$ cat src/rtl/display_scan_controller.sv
// display_scan_controller
//   Multiplexes a four-digit seven-segment display. Each digit gets a slot of
//   DIV clocks. The first GUARD clocks of every slot keep all anodes off while
//   digit_data already carries the next digit's nibble. Updates are staged in
//   pending registers and copied to the display only at a frame boundary, so a
//   frame never shows a mix of old and new digits.
//
// Ports
//   clk        : system clock, rising edge
//   rst        : synchronous active-high reset
//   value      : four nibbles, nibble k drives digit k (digit 3 is the MSD)
//   dp_mask    : bit k lights the decimal point of digit k
//   lzb        : leading-zero blanking enable
//   load       : one-cycle strobe capturing value/dp_mask/lzb into pending
//   digit_data : nibble for the digit decoder
//   anode_n    : active-low digit enables, bit k selects digit k
//   dp_n       : active-low decimal point of the active digit
//   busy       : a captured update has not been committed yet
//   frame_tick : one-cycle pulse on the first cycle of each frame
module display_scan_controller #(
    parameter int unsigned DIV   = 50000,
    parameter int unsigned GUARD = 8
) (
    input  logic        clk,
    input  logic        rst,
    input  logic [15:0] value,
    input  logic [3:0]  dp_mask,
    input  logic        lzb,
    input  logic        load,
    output logic [3:0]  digit_data,
    output logic [3:0]  anode_n,
    output logic        dp_n,
    output logic        busy,
    output logic        frame_tick
);

    localparam logic [0:0] ST_GUARD = 1'b0;
    localparam logic [0:0] ST_SHOW  = 1'b1;

    localparam logic [15:0] TICK_LAST  = 16'(DIV - 1);
    localparam logic [15:0] TICK_GUARD = 16'(GUARD);

    logic [15:0] tick_q, tick_d;
    logic [1:0]  idx_q, idx_d;
    logic [0:0]  state_q, state_d;

    logic [15:0] disp_val_q, pend_val_q;
    logic [3:0]  disp_dp_q, pend_dp_q;
    logic        disp_lzb_q, pend_lzb_q;
    logic        busy_q, busy_d;
    logic        frame_tick_q, frame_tick_d;

    logic        slot_end;
    logic        frame_end;
    logic        commit;

    always_comb begin
        slot_end  = (tick_q == TICK_LAST);
        frame_end = slot_end && (idx_q == 2'd3);
        commit    = frame_end && busy_q;

        tick_d = slot_end ? '0 : tick_q + 16'd1;
        // 2-bit index wraps 3->0 on its own
        idx_d  = slot_end ? idx_q + 2'd1 : idx_q;

        state_d = state_q;
        case (state_q)
            ST_GUARD: if (tick_d == TICK_GUARD) state_d = ST_SHOW;
            ST_SHOW:  if (slot_end)             state_d = ST_GUARD;
            default:                            state_d = ST_GUARD;
        endcase

        // A load in the commit cycle keeps busy set: the commit consumed the
        // old pending contents and the new ones still await the next frame.
        if (load)        busy_d = 1'b1;
        else if (commit) busy_d = 1'b0;
        else             busy_d = busy_q;

        // Registered so the pulse lands on idx 0 / tick 0 only after a wrap
        // from digit 3, never on the first frame after reset.
        frame_tick_d = frame_end;
    end

    always_ff @(posedge clk) begin
        if (rst) begin
            tick_q       <= '0;
            idx_q        <= '0;
            state_q      <= ST_GUARD;
            disp_val_q   <= '0;
            disp_dp_q    <= '0;
            disp_lzb_q   <= 1'b0;
            pend_val_q   <= '0;
            pend_dp_q    <= '0;
            pend_lzb_q   <= 1'b0;
            busy_q       <= 1'b0;
            frame_tick_q <= 1'b0;
        end else begin
            tick_q       <= tick_d;
            idx_q        <= idx_d;
            state_q      <= state_d;
            busy_q       <= busy_d;
            frame_tick_q <= frame_tick_d;
            if (commit) begin
                disp_val_q <= pend_val_q;
                disp_dp_q  <= pend_dp_q;
                disp_lzb_q <= pend_lzb_q;
            end
            if (load) begin
                pend_val_q <= value;
                pend_dp_q  <= dp_mask;
                pend_lzb_q <= lzb;
            end
        end
    end

    // Outputs depend on registered state only.
    logic [3:0] blank;
    logic       lit;

    always_comb begin
        blank[0] = 1'b0;
        blank[1] = disp_lzb_q && (disp_val_q[15:4]  == 12'h000);
        blank[2] = disp_lzb_q && (disp_val_q[15:8]  == 8'h00);
        blank[3] = disp_lzb_q && (disp_val_q[15:12] == 4'h0);

        lit        = (state_q == ST_SHOW) && !blank[idx_q];
        digit_data = disp_val_q[{idx_q, 2'b00} +: 4];
        anode_n    = lit ? ~(4'b0001 << idx_q) : 4'b1111;
        dp_n       = ~(lit && disp_dp_q[idx_q]);
    end

    assign busy       = busy_q;
    assign frame_tick = frame_tick_q;

endmodule
$ cat config.mk
export PLATFORM = sky130hd
export DESIGN_NAME = display_scan_controller
export DESIGN_NICKNAME = d
export VERILOG_FILES = /design/src/rtl/display_scan_controller.sv
export SDC_FILE = /design/constraint.sdc
export NUM_CORES = 1
export LEC_CHECK = 0
export ABC_AREA = 1
export CAP_MARGIN = 30
export CORE_MARGIN = 2
export CORE_UTILIZATION = 35
export CTS_CLUSTER_DIAMETER = 40
export DETAILED_ROUTE_END_ITERATION = 16
export SLEW_MARGIN = 30
export SYNTH_ARGS = -nofsm -noshare
export SYNTH_HDL_FRONTEND = slang
export SYNTH_SLANG_ARGS = --single-unit
$ cat constraint.sdc
create_clock -name clk -period 1.9 [get_ports clk]
set_clock_uncertainty 0.05 [all_clocks]
set_input_delay 0.38 -clock clk [delete_from_list [all_inputs] [get_ports clk]]
set_output_delay 0.38 -clock clk [all_outputs]
set_load 0.02 [all_outputs]
After elaboration in Yosys (flattened, before gate mapping)

Cells that the tools add are included.

Logic and storage cells: 45
Input port bits: 24
Output and inout port bits: 11
Flip-flop bits (word level): 63

Multiplexer cells: 11
Shift-type cells: 2
Magnitude comparators: 1
$add $sub $neg: 2
Reductions and logical operators: 12
Bitwise logic cells: 3
Equal/unequal tests: 3

Operators with widths:

| operator              | number |
|---|---|
| $add 16x1->16 const B | 1 |
| $eq 16x16->1 const B  | 1 |
| $eq 16x4->1 const B   | 1 |
| $mux 16               | 1 |
| $shiftx 16x5->4       | 1 |
| $logic_not 12->1      | 1 |
| $logic_not 8->1       | 1 |
| $logic_and 1x1->1     | 7 |
| $mux 1                | 6 |
| $bmux 1 s2            | 2 |
| $logic_not 4->1       | 1 |
| $mux 4                | 1 |
| $not 4->4             | 1 |
| $shl 1x2->4 const A   | 1 |
| $lt 2x3->1 const B    | 1 |
| $add 2x1->2 const B   | 1 |
| $eq 2x2->1 const B    | 1 |
| $not 1->1             | 2 |
| $pmux 1 s2            | 1 |
| $reduce_bool 2->1     | 1 |
| $logic_not 1->1       | 1 |

Logic depth before layout (Yosys ltp)

Gate-level depths: netlist (run 1).

Depth after elaboration: 8
Depth in mapped cells: 11
Mapped depth without buffers: 11

Worst setup path after synthesis (run 1)

OpenSTA, ideal clock, no wires.

Kind: flip-flop to output port
Start: register idx_q[0]
End: output anode_n[0]
Stages on the path, launching flop included: 7
Setup slack: 0.023 ns
Buffers on the path: 1
Data required time: 1.470 ns
Arrival: 1.447 ns
Cell sequence: dfxtp_1 buf_2 inv_1 or2_2 o41ai_1 a21oi_1 nand2_1

Cells in the longest elaborated chain, start to end: 5
Elaborated cells on any way between the ends: 7
Classes of those cells: shift (1); mux (3); bitwise (1); reduce/logical (2)

RTL lines:

| what                         | RTL line | source |
|---|---|---|
| from (decl)                  | 44       | `logic [1:0] idx_q, idx_d;` |
| from (signal assigned)       | 99       | `idx_q <= idx_d;` |
| $bmux 1 s2                   | 126      | `lit = (state_q == ST_SHOW) && !blank[idx_q];` |
| $mux 1 (implied by the code) | 126      |  |
| $logic_not 1->1              | 126      |  |
| $logic_and 1x1->1            | 126      |  |
| $mux 4 (*)                   | 128      | `anode_n = lit ? ~(4'b0001 << idx_q) : 4'b1111;` |
| to (decl)                    | 31       | `output logic [3:0] anode_n,` |

Every way passes the cells marked *; elsewhere a longest branch is shown, timed or not. The select of a mux whose other input is x is not followed.

Final worst setup path (run 1)

Start: register disp_val_q[15]
End: output anode_n[2]

Cells in the longest elaborated chain, start to end: 7
Elaborated cells on any way between the ends: 11
Classes of those cells: mux (3); reduce/logical (8)

RTL lines:

| what                                           | RTL line      | source |
|---|---|---|
| from (decl)                                    | 47            | `logic [15:0] disp_val_q, pend_val_q;` |
| from (signal assigned)                         | 104           | `disp_val_q <= pend_val_q;` |
| $logic_not 12->1, or another cell as far along | 122           | `blank[1] = disp_lzb_q && (disp_val_q[15:4] == 12'h000);` |
| $logic_and 1x1->1 (on tied branches)           | 122, 123, 124 |  |
| $bmux 1 s2 (*)                                 | 126           |  |
| $mux 1 (implied by the code) (*)               | 126           |  |
| $logic_not 1->1 (*)                            | 126           |  |
| $logic_and 1x1->1 (*)                          | 126           |  |
| $mux 4 (*)                                     | 128           |  |

Marked as above.

==> run metrics, run 1 <==
fin cells about 560; Pwr per Cell Area roughly 740 mW/mm2; Worst Path Max Fanout 3; initial antenna violation count 0; DRC Markers 0; initial cell density of the core 0.3657; maximum clock rate a little under 500 MHz; Hold Buf Count CTS 0; crit end category output port; Std-Cell Rows 32; Layout Area Growth over Synthesis 32.78%; total track usage 0.1586; pin count of the biggest net entering global routing 44; violated checks setup timing; Setup WS pre-CTS -0.4264 ns; Area contributors post-synth dfxtp_1, nor2_1, o21ai_0; YS warnings 0; top cells by count, synth nor2_1, dfxtp_1, nand2_1; Final min period 2.040 ns; Diodes inserted 0; EDFF count, synth 0; Die H about 94 um; Synth Flop Type dfxtp_1; period utilization 1.074; Vias/cell a little under 5; Crit Path Category reg -> out; Finish-stage setup viols 5; WP data arrival ~1.6 ns; CP max stage cell dfxtp_1; number of synthesized register bits between 60 and 70; CTS tree done; drt pass-1 iters 4; CP startpoint kind flop; CP required ~1.5 ns; Seq/Total Area, Yosys 0.4417; cell count after synthesis a little under 400; Synth cell types 32; total number of vias between 2000 and 3000; cell chosen for the clock root clkbuf_8; Setup WS post-layout -0.1405 ns; asr flop ratio synth 0; Mapped Nets roughly 430; Die ar. a little under 0.009 mm2; Slew Viols, Final 0; placed insts 545; crit path cell chain nor4_1 > o211ai_1 > inv_1 > a21oi_2 > buf_4 > nand2_2 > buf_6; Worst-Skew Late Latency around 0.34 ns; relative slew slack 0.4940; layout cells sized above 1 0.1739; die width around 94 um; RSZ-0062 raised after global routing yes; measured slew at the worst slew-check pin ~0.76 ns; Netlist Area Pre-Place 0.002855 mm2; Port Buffers 34; top-area cell type share of the netlist area 0.4417; Worst path max stage delay 0.32 ns; Reg clk slew, reported paths 0.07 ns; VDD IR max ~0.42 mV; number of global-route vias before repair 2537; final RePlAce weighted congestion 0.8690; Post-DRT Antenna Nets 0; max_cap viols 0; clock sink count between 60 and 70; hpwl dp around 4.8 mm; status complete, but fails checks; Routed wire per std cell 11.57 um; area of the core 0.007807 mm2; Post-Route WL around 6.5 mm; GRT overflow 0; Longest Clk Path Bufs 2; CTS Buf Count 9; Leak ~1.7 nW; Synth area leader dfxtp_1; internal reg-to-reg setup slack 0.19 ns; cell with the most instances after synthesis nor2_1; Final Hold Vio Count 0; Final #Nets slightly below 500; htree depth 3; io pins 35; Avg Inst Size Synth around 7.2 um2; worst hold path class reg -> reg; Initial DRC Count 100; first-pass GRT wire length around 11 mm
-- power by group --
part           leakage, nW  switching (W)  internal, W
registers            0.516      0.0000194      0.00136
clock network        0.108       0.000487     0.000795
logic                 1.04      0.0000784    0.0000783
total                 1.67       0.000585      0.00223
-- what timing repair did --
| item | in CTS | in global routing |
|---|---|---|
| buffers inserted | 0 | 3 |
| pin swaps | 2 | 4 |
| setup endpoints to repair | 9 | 9 |
| gates resized for setup | 57 | 20 |
-- area by class of cell --
type	instances	area [um2]
timing repair buffer	65	609.3
fill	806	4016
clock buffer	11	151.4
sequential	63	1269
multi-input combinational	283	1428
tap	102	127.6
clock inverter	3	67.56
inverter	35	138.9
-- flip-flops by register name, indices dropped and copies added, names as in the netlist --
register / count
disp_dp_q: 4
tick_q: 16
disp_lzb_q: 1
state_q: 1
pend_dp_q: 4
disp_val_q: 16
idx_q: 2
pend_lzb_q: 1
busy: 1
frame_tick: 1
pend_val_q: 16
-- cell usage in the layout (no fill, tap or decap), types with 2 or more instances in the layout --
cell type	n
nor2_1	93
inv_1	30
bufinv_16	2
nand2_1	45
dfxtp_2	3
buf_4	28
ha_1	6
clkbuf_8	11
buf_12	3
nor2_2	3
o22ai_1	3
dfxtp_1	59
nand2_2	3
inv_2	3
nor3_1	16
buf_6	7
nand2_4	4
nand3_1	16
o21ai_1	15
buf_2	2
a21oi_1	19
o21ai_0	41
nand4_1	5
xor2_1	2
clkdlybuf4s50_1	25
-- worst max-delay path: cells and delay by family (launching register included) --
family                 cells  cell delay [ns]
and+or+nand+nor            2             0.38
buffers and inverters      3             0.37
DFF                        1             0.32
AOI/OAI and AO/OA          2             0.20
-- metrics by stage --
stage               total power (W)    util  hold WS, ns  area (um2)  TNS (ns)
finish                     0.002816  0.4856       0.4027        3791   -0.6226
global route               0.002923  0.4856       0.4164        3791    -1.156
CTS                        0.002849  0.4780       0.4061        3732    -1.130
detailed placement         0.001567  0.4465       0.3962        3486    -2.183
global placement           0.001562  0.4465       0.3900        3486    -2.359
floorplan                  0.001486       -       0.3761        2855         0
-- cells by family after synthesis --
logic type | count (synthesis) | synth area share
AO/OA/AOI/OAI | 84 | 0.1538
XOR/XNOR | 3 | 0.009204
adder cells (fa/ha/maj) | 6 | 0.02629
buffers and inverters | 51 | 0.07756
flip-flops | 63 | 0.4417
AND/OR/NAND/NOR | 190 | 0.2914
-- final timing paths --
| check | startpoint | to | cells past startpoint |
|---|---|---|---|
| worst max register to register | tick_q[0] | state_q | 10 |
| worst min register to register | pend_val_q[5] | disp_val_q[5] | 2 |
| worst max-delay path | disp_val_q[15] | anode_n[2] | 7 |
| worst min-delay path | pend_val_q[5] | disp_val_q[5] | 2 |
-- metal layers --
layer | track usage | vias up | routed length [um]
met5 | 0 | - | 0
met4 | 0.06159 | 0 | 99
met3 | 0.04173 | 8 | 269
met2 | 0.2821 | 40 | 3263
met1 | 0.1811 | 1235 | 2872
li1 | - | 1417 | -
No activity file was read; power rests on OpenSTA's default activity.
==> run 2: changes to the inputs <==
==> constraint.sdc (replaced) <==
create_clock -name clk -period 2.19 [get_ports clk]
set_clock_uncertainty 0.05 [all_clocks]
set_input_delay 0.438 -clock clk [delete_from_list [all_inputs] [get_ports clk]]
set_output_delay 0.438 -clock clk [all_outputs]
set_load 0.02 [all_outputs]
==> run 2 against run 1 <==
Net effect:
- the run now ends clean
- global-route usage rose by 0.23 points
- critical path type unchanged
- critical path depth did not move
- flip-flop and latch count did not move
- clock-buffer cell count fell by 1
- combinational power fell by 17%
- register-to-register slack got worse by 0.02 ns
- via count fell by 1.2%
- power fell by 18%
- wire length fell by 0.43%
==> run metrics, run 2 (synthesized netlist as in run 1, its figures left out) <==
Port Buffers 34 (unchanged); max_cap viols 0 (unchanged); dpl cell area 0.003401 mm2 (was 0.003486 mm2); final RePlAce weighted congestion 0.8843 (was 0.8690); layout cells sized above 1 0.1527 (was 0.1739); Setup crit end anode_n[2] (unchanged); period utilization 0.9580; cell chosen for the clock root clkbuf_8 (unchanged); Min Hold Slack 0.4051 ns (was 0.4027 ns); relative slew slack 0.5037 (was 0.4940); CP required 1.70 ns (was 1.47 ns); initial cell density of the core 0.3657 (unchanged); VDD IR max 0.4499 mV (was 0.4192 mV); io pins 35 (unchanged); placed insts 537 (was 545); Final min period approximately 2.1 ns; CP max stage cell dfxtp_2 (was dfxtp_1); Post-Route WL 6.476 mm (was 6.504 mm); area of the core 0.007807 mm2 (unchanged); DRC Markers 0 (unchanged); commonest non-fill, non-tap cell in the layout nor2_1 (unchanged); Die ar. 0.008896 mm2 (unchanged); RR Startpoint tick_q[0] (unchanged); initial antenna violation count 0 (unchanged); Routed wire per std cell 11.69 um (was 11.57 um); drt pass-1 iters 4 (unchanged); Crit Path Category reg -> out (unchanged); Slew Viols, Final 0 (unchanged); hpwl dp 4.553 mm (was 4.793 mm); crit end category output port (unchanged); Finish-stage setup viols 0 (was 5); worst hold path class reg -> reg (unchanged); first-pass GRT wire length 11.25 mm (was 11.07 mm); number of global-route vias before repair 2567 (was 2537); Std-Cell Rows 32 (unchanged); GRT overflow 0 (unchanged); CTS Buf Count 9 (unchanged); Post-DRT Antenna Nets 0 (unchanged); CTS tree done (unchanged); commonest non-fill, non-tap cells in the layout nor2_1, dfxtp_1, nand2_1 (unchanged); Leak 1.596 nW (was 1.665 nW); Worst Path Max Fanout 3 (unchanged); Die H 94.32 um (unchanged); RSZ-0062 raised after global routing yes (unchanged); Pwr per Cell Area 627.9 mW/mm2 (was 742.7 mW/mm2); Initial DRC Count 92 (was 100); WP data arrival 1.61 ns (about the same); biggest registers after layout disp_val_q x16, pend_val_q x16, tick_q x16 (unchanged); Worst Setup SP idx_q[0] (was disp_val_q[15]); Layout Area Growth over Synthesis 28.35% (was 32.78%); CP startpoint kind flop (unchanged); Worst path max stage delay 0.35 ns (was 0.32 ns); Longest Clk Path Bufs 2 (unchanged); Reg clk slew, reported paths 0.07 ns (about the same); reg2reg end disp_val_q[6] (was state_q); maximum clock rate roughly 480 MHz; crit path cell chain inv_2 > or2_4 > o41ai_4 > a21oi_2 > buf_4 > nand2_2 > buf_6 (was nor4_1 > o211ai_1 > inv_1 > a21oi_2 > buf_4 > nand2_2 > buf_6); measured slew at the worst slew-check pin 0.7436 ns (was 0.7582 ns); Diodes inserted 0 (unchanged); htree depth 3 (unchanged); Worst-Skew Late Latency 0.34 ns (about the same); clock sink count 63 (unchanged); Vias/cell 4.816 (was 4.804); internal reg-to-reg setup slack 0.17 ns (was 0.19 ns); Final Hold Vio Count 0 (unchanged); Final #Nets 477 (was 487); total track usage 0.1609 (was 0.1586); Hold Buf Count CTS 0 (unchanged); die width 94.32 um (unchanged); total number of vias 2668 (was 2700); post-route cell area 0.003665 mm2 (was 0.003791 mm2); fin cells 554 (was 562); pin count of the biggest net entering global routing 44 (unchanged); status finished clean (was complete, but fails checks); Worst R2R Path Depth 10 (unchanged)
-- run 2: cell count changes in the layout (fill, tap and decap cells not counted), sizes merged --
cell / change
clkdlybuf4s15: +1
bufinv: -1
buf: -13
clkbuf: -1
clkinv: +4
dlygate4sd2: +2
-- run 2: worst max-delay path: cells and delay by family (launching register included) --
| kind | cells | cell delay [ns] |
|---|---|---|
| buffers and inverters | 3 | 0.31 |
| AOI/OAI and AO/OA | 2 | 0.32 |
| DFF | 1 | 0.35 |
| and+or+nand+nor | 2 | 0.29 |
-- run 2: metrics by stage --
| stage | power, W | utilization | TNS (ns) | setup WS [ns] |
|---|---|---|---|---|
| 6_report | 0.002301 | 0.4694 | 0 | 0.09208 |
| 5_1_grt | 0.002399 | 0.4694 | -0.1100 | -0.03006 |
| 4_1_cts | 0.002334 | 0.4649 | -0.04300 | -0.01862 |
| 3_5_place_dp | 0.001354 | 0.4356 | -0.8816 | -0.2127 |
| 3_3_place_gp | 0.001351 | 0.4356 | -0.8341 | -0.2014 |
| 2_1_floorplan | 0.001289 | - | 0 | 0.2552 |
-- run 2: timing repair --
item / in CTS / in global routing
pin swaps: 2 / 3
resized for setup: 51 / 13
setup endpoints to repair: 9 / 7
setup buffers: 0 / 1
-- run 2: area by class of cell --
type / count / area (um2)
fillers: 805 / 4143
multi-input cells: 283 / 1428
flip-flops and latches: 63 / 1266
repair buffers: 55 / 518.0
inverters: 35 / 136.4
clock buffers: 10 / 127.6
well taps: 102 / 127.6
clock inverters: 6 / 61.31
-- run 2: power by group --
group | switching [W] | total (W) | internal [W]
Combinational | 0.0000671 | 0.000131 | 0.0000643
Sequential | 0.0000163 | 0.00119 | 0.00118
Clock | 0.000454 | 0.000975 | 0.000521
-- run 2: layer usage --
layer,wire [um],up-vias,track usage
met5,0,-,0
met1,2968,1208,0.1912
met2,3143,52,0.2673
li1,-,1398,-
met4,101,0,0.06522
met3,262,10,0.05377
-- run 2: worst min path at each step --
| stage | start | endpoint | depth (start not counted) |
|---|---|---|---|
| after floorplan | state_q | state_q | 2 |
| after global placement | state_q | state_q | 2 |
| after detailed placement | pend_val_q[5] | disp_val_q[5] | 2 |
| after CTS | pend_val_q[5] | disp_val_q[5] | 2 |
| after global routing | state_q | state_q | 2 |
| final | pend_val_q[5] | disp_val_q[5] | 2 |
==> variant, RTL diff (settings of run 1) <==
Make the reset (`rst`) asynchronous in one clocked block. Comments in the files are not updated.
--- a/src/rtl/display_scan_controller.sv
+++ b/src/rtl/display_scan_controller.sv
@@ -81,7 +81,7 @@
         frame_tick_d = frame_end;
     end
 
-    always_ff @(posedge clk) begin
+    always_ff @(posedge clk or posedge rst) begin
         if (rst) begin
             tick_q       <= '0;
             idx_q        <= '0;
Check against the original RTL: differs if rst is asserted again (counterexample within 4 cycles, from zero or initial values and one cycle with rst high); with rst held inactive, the same outputs for 10 cycles.
==> variant against run 1 <==
The flow still finishes with violations (negative setup slack). Non-clock buffer count did not move. Critical path depth increased by 1. Wire length rose by 1.8%. Area after synthesis is 11% higher. Design area up 8.0%. Sequential cell count is the same. Maximum frequency fell by 7.8%. Setup slack worse by 0.17 ns. Die area grew 10%. Global-route usage is 1.2 points lower. Total power shrank 4.0%. Critical endpoint unchanged.
==> variant: results (changes against run 1) <==
{| class="wikitable"
! Metric !! Value
|-
| Run status || finished with violations
|-
| Violated checks || negative setup slack
|-
| Reg2Reg Launch Point || tick_q[0]
|-
| Setup Viol. Count Final || 9 (+4)
|-
| Ranking of synthesized cells by instance count || sky130_fd_sc_hd__nand2_1 (70), sky130_fd_sc_hd__dfrtp_1 (63), sky130_fd_sc_hd__inv_1 (53), sky130_fd_sc_hd__nor2_1 (34), sky130_fd_sc_hd__o21ai_0 (33)
|-
| Top FF cell, synth || sky130_fd_sc_hd__dfrtp_1
|-
| Highest-delay cell along the critical path || sky130_fd_sc_hd__dfrtp_1
|-
| Post-synth net total || 397 (-7.0%)
|-
| DR vias/cell || 4.61 (-4.1%)
|-
| Maximum VDD drop || 375 uV (-10%)
|-
| Met2 layer usage reported by global route || 0.240 (-0.0420)
|-
| Post-CTS sizing || 50 (-12%)
|-
| Post CTS Setup Buffer Count || 3 (+3)
|-
| Critical path capture point || anode_n[2]
|-
| Tot GR Track Use || 0.147 (-0.0120)
|-
| Routed length on met1 || 3000 um (+4.4%)
|-
| Pre-CTS setup slack || -0.368 ns (+0.0583 ns)
|-
| Worst reg2reg path depth || 9 (-1)
|-
| Final nets || 463 (-4.9%)
|-
| Part of the Yosys area used for sequential elements || 0.499 (+0.0571)
|-
| Leakage component of the power || 0.00204 uW (+23%)
|-
| First-pass GRT wire length || 11,200 um (+1.5%)
|-
| Met3 capacity usage during global routing || 0.0489 (+0.00720)
|-
| Top cells by area in the synthesized netlist || sky130_fd_sc_hd__dfrtp_1 (50%), sky130_fd_sc_hd__nand2_1 (8.3%), sky130_fd_sc_hd__inv_1 (6.3%)
|-
| Data arrival time of the critical path || 1.78 ns (+0.17 ns)
|-
| Setup slack on the worst flop-to-flop path || 0.16 ns (-0.03 ns)
|-
| DP HPWL || 4840 um (+0.92%)
|-
| Final Routed Wirelength || 6620 um (+1.8%)
|-
| Critical path launch point || idx_q[0]
|-
| Routed wire length on met3 || 283 um (+5.2%)
|-
| Final estimated routing congestion in global placement || 0.872 (+0.39%)
|-
| Post-route setup slack || -0.314 ns (-0.174 ns)
|-
| Number of filler cells placed in the layout || 850 (+5.5%)
|-
| Worst r2r dst || disp_val_q[6]
|-
| M1 GR Usage || 0.183 (+0.00200)
|-
| FFs w/ async S/R, synth || 1.00 (+1.00)
|-
| Count of buffering cells on the critical path with inverters included || 4 (+1)
|-
| Met2 routed wirelength || 3250 um (-0.49%)
|-
| Longest individual stage delay on the worst path || 0.36 ns (+0.04 ns)
|-
| Pin slew with the least headroom to its limit || 0.435 ns (-0.323 ns)
|-
| Violation count after the first detailed-routing iteration || 66 (-34%)
|-
| Layout cell share with drive strength beyond 1 || 0.263 (+0.0892)
|-
| Post-synthesis cell type count || 28 (-13%)
|-
| Hold crit path type || input pin to asynchronous set/reset pin
|-
| Sum of negative setup slack || -1.38 ns (-0.752 ns)
|-
| Count of antenna diodes in the layout || 0 (unchanged)
|-
| Vias in the first global route || 2,410 (-5.0%)
|}
[variant: power by group]
part / internal, uW / leakage (uW) / switching [uW]
logic: 72.1 / 0.00114 / 87.9
registers: 1380 / 0.000817 / 9.67
clock network: 607 / 0.0000883 / 548
total: 2060 / 0.00204 / 645
[variant: worst register-to-register path, cell delays in order (launching register included)]
cell	delay [ns]
sky130_fd_sc_hd__dfrtp_1	0.36
sky130_fd_sc_hd__ha_1	0.23
sky130_fd_sc_hd__nand3_4	0.14
sky130_fd_sc_hd__nor2_4	0.16
sky130_fd_sc_hd__nand2_4	0.11
sky130_fd_sc_hd__nor2_4	0.14
sky130_fd_sc_hd__nand2_4	0.06
sky130_fd_sc_hd__buf_12	0.18
sky130_fd_sc_hd__nand2_1	0.14
sky130_fd_sc_hd__o21ai_2	0.05
[variant: stage by stage]
step | util | hold WS, ns | std cells | power (uW) | instance area, um^2
finish | 0.469 | 0.343 | 545 | 2700 | 4090
global route | 0.469 | 0.348 | 545 | 2840 | 4090
CTS | 0.461 | 0.343 | 541 | 2750 | 4020
detailed placement | 0.436 | 0.419 | 523 | 1580 | 3800
global placement | 0.436 | 0.417 | 523 | 1580 | 3800
floorplan | - | 0.398 | 367 | 1490 | 3160
[variant: logic make-up (layout without fill, tap and decap cells)]
group | after synthesis | count (layout) | share of synthesized area
simple gates | 164 | 164 | 0.245
compound gates | 66 | 66 | 0.136
buf+inv | 64 | 134 | 0.0855
flops | 63 | 63 | 0.499
fa+ha+maj | 6 | 6 | 0.0238
xor+xnor | 4 | 4 | 0.0111
[variant: area by class of cell]
cell class                 count  area, um^2  area share
clock buffer                   9         124      0.0303
timing repair buffer          65         642       0.157
sequential                    63        1580       0.385
tap                          108         135      0.0330
clock inverter                 6        70.1      0.0171
inverter                      54         206      0.0504
multi-input combinational    240        1340       0.327
